`config.mk`:
```
export PLATFORM = sky130hd
export DESIGN_NAME = mul_result_stage_flat
export DESIGN_NICKNAME = d
export VERILOG_FILES = /design/src/rtl/mul_result_stage_if.sv /design/src/rtl/mul_result_stage.sv /design/src/flat_wrapper.sv
export SDC_FILE = /design/constraint.sdc
export NUM_CORES = 1
export LEC_CHECK = 0
export ABC_CLOCK_PERIOD_IN_PS = 1800
export BUFFER_PORTS_ARGS = -buffer_cell sky130_fd_sc_hd__buf_2
export CAP_MARGIN = 20
export CORE_MARGIN = 5
export CORE_UTILIZATION = 40
export DETAILED_ROUTE_END_ITERATION = 8
export PLACE_DENSITY_LB_ADDON = 0.15
export SLEW_MARGIN = 20
export SYNTH_ARGS = -nofsm -noshare
export SYNTH_HDL_FRONTEND = slang
export SYNTH_SLANG_ARGS = --single-unit
```
`constraint.sdc`:
```
create_clock -name clk -period 1.8 [get_ports clk]
set_input_delay 0.45 -clock clk [delete_from_list [all_inputs] [get_ports clk]]
set_output_delay 0.45 -clock clk [all_outputs]
set_load 0.1 [all_outputs]
```
`src/rtl/mul_result_stage_if.sv`:
```
// Handshake/data bundle between the multiplier (M side), the result stage and
// writeback (W side). The optional OvfW flag exists only when
// MUL_RESULT_OVF_FLAG_EN is defined.
interface mul_result_stage_if #(
  parameter int XLEN = 64
);
  logic [2*XLEN-1:0] ProdM;
  logic [2:0]        Funct3M;
  logic              W64M;
  logic              ValidM;
  logic              ReadyM;
  logic              FlushW;
  logic              ValidW;
  logic              ReadyW;
  logic [XLEN-1:0]   MDUResultW;
`ifdef MUL_RESULT_OVF_FLAG_EN
  logic              OvfW;
`endif

`ifdef MUL_RESULT_OVF_FLAG_EN
  modport master (
    output ProdM, Funct3M, W64M, ValidM, FlushW, ReadyW,
    input  ReadyM, ValidW, MDUResultW, OvfW
  );
  modport slave (
    input  ProdM, Funct3M, W64M, ValidM, FlushW, ReadyW,
    output ReadyM, ValidW, MDUResultW, OvfW
  );
`else
  modport master (
    output ProdM, Funct3M, W64M, ValidM, FlushW, ReadyW,
    input  ReadyM, ValidW, MDUResultW
  );
  modport slave (
    input  ProdM, Funct3M, W64M, ValidM, FlushW, ReadyW,
    output ReadyM, ValidW, MDUResultW
  );
`endif
endinterface

```
`src/rtl/mul_result_stage.sv`:
```
// Multiplier result stage: picks the XLEN-bit result (low half, high half or
// sign-extended 32-bit W-op) from the double-width product and buffers it in
// a 2-entry FIFO with valid/ready on both sides.
// Optional feature macro: MUL_RESULT_OVF_FLAG_EN adds a per-entry OvfW
// signed-overflow hint.
// XLEN must match the XLEN of the connected interface instance.
module mul_result_stage #(
  parameter int XLEN = 64
) (
  input logic               clk,
  input logic               reset,
  mul_result_stage_if.slave bus
);

  logic [XLEN-1:0] w_sext;
  logic            w_wop;
  logic            w_is_high;
  logic [XLEN-1:0] w_sel;
  logic            w_push;
  logic            w_pop;
  logic            w_ready_m;
  logic            w_valid_w;

  logic [1:0]      r_count;
  logic            r_wrptr;
  logic            r_rdptr;
  logic [XLEN-1:0] r_entry [2];

`ifdef MUL_RESULT_OVF_FLAG_EN
  logic            w_wovf;
  logic            w_ovf;
  logic            r_ovf [2];

  // True when the upper part is not a pure sign extension of the lower part.
  function automatic logic sext_mismatch(input logic [XLEN-1:0] upper,
                                         input logic            sign);
    return upper != {XLEN{sign}};
  endfunction
`endif

  // W-form ops only exist on RV64; on RV32 W64M has no effect.
  generate
    if (XLEN == 64) begin : g_wop
      assign w_sext = {{32{bus.ProdM[31]}}, bus.ProdM[31:0]};
      assign w_wop  = bus.W64M;
`ifdef MUL_RESULT_OVF_FLAG_EN
      assign w_wovf = (bus.ProdM[63:32] != {32{bus.ProdM[31]}});
`endif
    end else begin : g_no_wop
      assign w_sext = bus.ProdM[XLEN-1:0];
      assign w_wop  = 1'b0;
`ifdef MUL_RESULT_OVF_FLAG_EN
      assign w_wovf = 1'b0;
`endif
    end
  endgenerate

  // Select the architectural result before storage; 1xx encodings act as MUL.
  always_comb begin
    w_is_high = ~bus.Funct3M[2] & (bus.Funct3M[1:0] != 2'b00);
    w_sel     = bus.ProdM[XLEN-1:0];
`ifdef MUL_RESULT_OVF_FLAG_EN
    w_ovf     = sext_mismatch(bus.ProdM[2*XLEN-1:XLEN], bus.ProdM[XLEN-1]);
`endif
    if (w_is_high) begin
      w_sel = bus.ProdM[2*XLEN-1:XLEN];
`ifdef MUL_RESULT_OVF_FLAG_EN
      w_ovf = 1'b0;
`endif
    end else if (w_wop) begin
      w_sel = w_sext;
`ifdef MUL_RESULT_OVF_FLAG_EN
      w_ovf = w_wovf;
`endif
    end
  end

  // ReadyM decodes only the registered count, so there is no path from ReadyW.
  assign w_ready_m = (r_count != 2'd2);
  assign w_valid_w = (r_count != 2'd0);
  assign w_push    = bus.ValidM & w_ready_m;
  assign w_pop     = w_valid_w & bus.ReadyW;

  // FIFO control: flush outranks push/pop and drops any incoming entry.
  always_ff @(posedge clk or negedge reset) begin
    if (!reset) begin
      r_count <= 2'd0;
      r_wrptr <= 1'b0;
      r_rdptr <= 1'b0;
    end else if (bus.FlushW) begin
      r_count <= 2'd0;
      r_wrptr <= 1'b0;
      r_rdptr <= 1'b0;
    end else begin
      if (w_push) r_wrptr <= ~r_wrptr;
      if (w_pop)  r_rdptr <= ~r_rdptr;
      case ({w_push, w_pop})
        2'b10:   r_count <= r_count + 2'd1;
        2'b01:   r_count <= r_count - 2'd1;
        default: r_count <= r_count;
      endcase
    end
  end

  // FIFO storage: written on an accepted, non-flushed push.
  always_ff @(posedge clk or negedge reset) begin
    if (!reset) begin
      r_entry[0] <= '0;
      r_entry[1] <= '0;
`ifdef MUL_RESULT_OVF_FLAG_EN
      r_ovf[0]   <= 1'b0;
      r_ovf[1]   <= 1'b0;
`endif
    end else if (w_push && !bus.FlushW) begin
      r_entry[r_wrptr] <= w_sel;
`ifdef MUL_RESULT_OVF_FLAG_EN
      r_ovf[r_wrptr]   <= w_ovf;
`endif
    end
  end

  assign bus.ReadyM     = w_ready_m;
  assign bus.ValidW     = w_valid_w;
  // Head is masked to zero when empty so stale storage never leaks out.
  assign bus.MDUResultW = w_valid_w ? r_entry[r_rdptr] : '0;
`ifdef MUL_RESULT_OVF_FLAG_EN
  assign bus.OvfW       = w_valid_w ? r_ovf[r_rdptr] : 1'b0;
`endif

endmodule

```
`src/flat_wrapper.sv`:
```
// flat-port wrapper written by rule: the top's interface ports become plain ports
module mul_result_stage_flat 
#(
  parameter int XLEN = 64
)
  (clk, reset, bus_ProdM, bus_Funct3M, bus_W64M, bus_ValidM, bus_FlushW, bus_ReadyW, bus_ReadyM, bus_ValidW, bus_MDUResultW);
  mul_result_stage_if #(.XLEN(XLEN)) bus_i ();
  input logic clk;
  input logic reset;
  input wire logic [$bits(bus_i.ProdM)-1:0] bus_ProdM;
  input wire logic [$bits(bus_i.Funct3M)-1:0] bus_Funct3M;
  input wire logic [$bits(bus_i.W64M)-1:0] bus_W64M;
  input wire logic [$bits(bus_i.ValidM)-1:0] bus_ValidM;
  input wire logic [$bits(bus_i.FlushW)-1:0] bus_FlushW;
  input wire logic [$bits(bus_i.ReadyW)-1:0] bus_ReadyW;
  output wire logic [$bits(bus_i.ReadyM)-1:0] bus_ReadyM;
  output wire logic [$bits(bus_i.ValidW)-1:0] bus_ValidW;
  output wire logic [$bits(bus_i.MDUResultW)-1:0] bus_MDUResultW;
  assign bus_i.ProdM = bus_ProdM;
  assign bus_i.Funct3M = bus_Funct3M;
  assign bus_i.W64M = bus_W64M;
  assign bus_i.ValidM = bus_ValidM;
  assign bus_i.FlushW = bus_FlushW;
  assign bus_i.ReadyW = bus_ReadyW;
  assign bus_ReadyM = bus_i.ReadyM;
  assign bus_ValidW = bus_i.ValidW;
  assign bus_MDUResultW = bus_i.MDUResultW;
  mul_result_stage #(.XLEN(XLEN)) u_core (.clk(clk), .reset(reset), .bus(bus_i));
endmodule
```
==> flow_metrics.env <==
export IMPL_cp_slowest_cell="dfrtp_2"
export IMPL_drt_iter0_markers=232
export IMPL_p_leak_nw=5.54
export IMPL_syn_avg_cell_area_um2=12.3
export IMPL_gp_routability_congestion=0.747
export IMPL_instances_no_fill=1118
export IMPL_power_switching_w=0.00530
export IMPL_clock_path_buffers=2
export IMPL_ir_drop_mv=0.681
export IMPL_vias_per_cell=4.94
export IMPL_drcViolationCount=0
export IMPL_cp_start_kind="flop"
export IMPL_violations="setup timing"
export IMPL_cts_root_buf="clkbuf_16"
export IMPL_wl_per_cell_um=19.6
export IMPL_dieArea_um2=21800
export IMPL_cts_sinks=132
export IMPL_die_x_um=148
export IMPL_pre_cts_ws_ns=-0.0861
export IMPL_clockPowerShare_pct=27.2
export IMPL_timing_final_crit_share_pct=123
export IMPL_cts_made_buffers=17
export IMPL_slowest_delay_ns=0.43
export IMPL_initial_utilization_pct=40.6
export IMPL_path_class="flop to output port"
export IMPL_slew_headroom_pct=62.6
export IMPL_seqPwrFrac_pct=30.8
export IMPL_dp_hpwl_um=13700
export IMPL_cts_tree="built"
export IMPL_crit_chain="nor2_4 > buf_6 > buf_12 > buf_12 > buf_16 > nor2_4 > buf_12"
export IMPL_syn_to_final_growth_pct=63.9
export IMPL_hold_class="primary input to flop"
export IMPL_routed_wirelength_um=21900
export IMPL_ant_nets=0
export IMPL_fmax_mhz=453
export IMPL_critical_path_top_delay_family="buffers and inverters"
export IMPL_synth_edf_count=0
export IMPL_p_int_w=0.00932
export IMPL_first_pass_iters=4
export IMPL_cts_htree_levels=4
export IMPL_outcome="finished, violations left"
export IMPL_hold_ws_ns=0.331
export IMPL_tns_ns=-32.47
export IMPL_ys_types=25
export IMPL_num_vias=5520
export IMPL_maxCapViolCount=0
export IMPL_grt_pass1_vias=6144
export IMPL_fin_nets=1008
export IMPL_ios=203
export IMPL_grt_pass1_wl_um=32800
export IMPL_fill_cells=1350
export IMPL_antenna_found_initial=1
export IMPL_n_antenna_cell=0
export IMPL_cpMostUsedCell="buf_12"
export IMPL_track_usage_pct=18.8
export IMPL_fp_dieH_um=148
export IMPL_cp_end_kind="output port"
export IMPL_clock_skew_ns=0.00451
export IMPL_layout_drive_gt1_share_pct=66.2
export IMPL_worst_path_buf_inv=5
export IMPL_clk_latency_ns=0.42
export IMPL_path_clk_slew_ns=0.06
export IMPL_finalSetupViolCount=187
export IMPL_syn_nets=750
export IMPL_power_w=0.0146
export IMPL_tightest_slew_ns=0.561
export IMPL_synthArstFlopShare_pct=100
export IMPL_worst_slack_ns=-0.407
export IMPL_path_max_fanout=8
export IMPL_synth_area_um2=7570
export IMPL_synthFlopType="dfrtp_1"
export IMPL_placed_cells=1043
export IMPL_hold_violations=0
export IMPL_yosysWarnings=0
export IMPL_power_density_nw_per_um2=1180
export IMPL_crit_required_ns=1.35
export IMPL_grt_max_degree=61
export IMPL_crit_arrival_ns=1.76
export IMPL_finalMaxSlewViolations=0
export IMPL_power_frac_comb_pct=42.1
export IMPL_rsz0062_at_grt="true"
export IMPL_final_common_cell="buf_2"
export IMPL_rows=50
export IMPL_synthCells=613
export IMPL_fin_crit_ns=2.21
export IMPL_layout_common_cells="135 x buf_2, 129 x dfrtp_1, 94 x buf_12"
export IMPL_coreArea_um2=18600
export IMPL_synth_seq_area_share_pct=43.6
export IMPL_ys_ff_latch=132
export IMPL_grt_ovfl_total=0
export IMPL_port_buffers=202
export IMPL_swShare_pct=36.3
path summary, 6_finish.rpt:
kind                                           startpoint                              to  slack, ns  depth (start not counted)
max                         u_core.r_count[0]$_DFFE_PN0P_               bus_MDUResultW[3]      -0.41                          7
min                                            bus_FlushW   u_core.r_count[0]$_DFFE_PN0P_       0.33                          2
max reg2reg                 u_core.r_count[1]$_DFFE_PN0P_  u_core.r_entry[91]$_DFFE_PN0P_      -0.17                          8
min reg2reg                u_core.r_entry[67]$_DFFE_PN0P_  u_core.r_entry[67]$_DFFE_PN0P_       0.51                          1
max in group asynchronous                           reset  u_core.r_entry[95]$_DFFE_PN0P_       0.68                          3
min in group asynchronous                           reset  u_core.r_entry[74]$_DFFE_PN0P_       0.49                          2
worst register-to-register path: cells and delay by family, from the launching register on:
family                 cells  cell delay [ns]
buffers and inverters      5             0.69
DFF                        1             0.44
muxes                      1             0.30
and+or+nand+nor            2             0.43
synth_stat cells, types with 2 or more instances:
| cell | instances | area share (%) |
|---|---|---|
| buf_4 | 4 | 0.40 |
| mux2_4 | 56 | 11 |
| clkbuf_1 | 11 | 0.55 |
| nor2_1 | 66 | 3.3 |
| a21oi_1 | 4 | 0.26 |
| inv_1 | 66 | 3.3 |
| buf_6 | 11 | 1.6 |
| mux2i_1 | 161 | 21 |
| buf_12 | 6 | 1.6 |
| dfrtp_1 | 132 | 44 |
| mux2_2 | 72 | 11 |
| o21ai_0 | 2 | 0.13 |
| buf_2 | 10 | 0.66 |
metrics by stage:
stage | util (%) | instance area (um^2)
final | 66.6 | 12400
after global routing | 66.6 | 12400
after CTS | 63.0 | 11700
after detailed placement | 56.5 | 10500
after global placement | 56.5 | 10500
after floorplan | - | 8170
kinds of logic (layout without fill, tap and decap cells):
| logic type | Yosys count | after routing | synth area share, % |
|---|---|---|---|
| compound gates | 9 | 9 | 0.694 |
| xor+xnor | 1 | 1 | 0.116 |
| buf+inv | 109 | 380 | 8.15 |
| flops | 132 | 132 | 43.6 |
| mux | 289 | 289 | 43.1 |
| simple gates | 73 | 73 | 4.30 |
routing by layer:
layer | GRT usage [%] | part of all wire, % | vias to the layer above
met3 | 4.94 | 4.6 | 19
met1 | 23.2 | 43 | 2777
met4 | 4.80 | 0.89 | 2
met2 | 32.9 | 51 | 119
li1 | - | - | 2603
met5 | 0 | 0.059 | -
power by group through the flow:
stage                     Clock (W)  Combinational [W]  Sequential [W]
after floorplan                   0            0.00391         0.00416
after global placement            0            0.00539         0.00426
after detailed placement          0            0.00550         0.00431
after CTS                   0.00404            0.00589         0.00440
after global routing        0.00419            0.00645         0.00458
final                       0.00397            0.00615         0.00450
cell type report:
| type | instances | area (um^2) | area share [%] |
|---|---|---|---|
| multi-input cells | 372 | 4540 | 36.6 |
| repair buffers | 281 | 3330 | 26.8 |
| flip-flops and latches | 132 | 3310 | 26.7 |
| clock buffers | 19 | 453 | 3.65 |
| well taps | 234 | 293 | 2.36 |
| inverters | 67 | 258 | 2.08 |
| clock inverters | 13 | 229 | 1.85 |
what timing repair did:
item                                   in CTS  in global routing
gates cloned                                4                 14
hold buffers                                1                  0
pin swaps                                   5                  6
setup endpoints to repair                  66                191
endpoints found under the hold margin      30                  0
buffers inserted                           14                 15
gates resized for setup                    68                 72
registers in the layout, indices dropped and copies added, names as in the netlist:
name            flops
u_core.r_entry    128
u_core.r_count      2
u_core.r_wrptr      1
u_core.r_rdptr      1
Power figures use the tool's default switching activity.
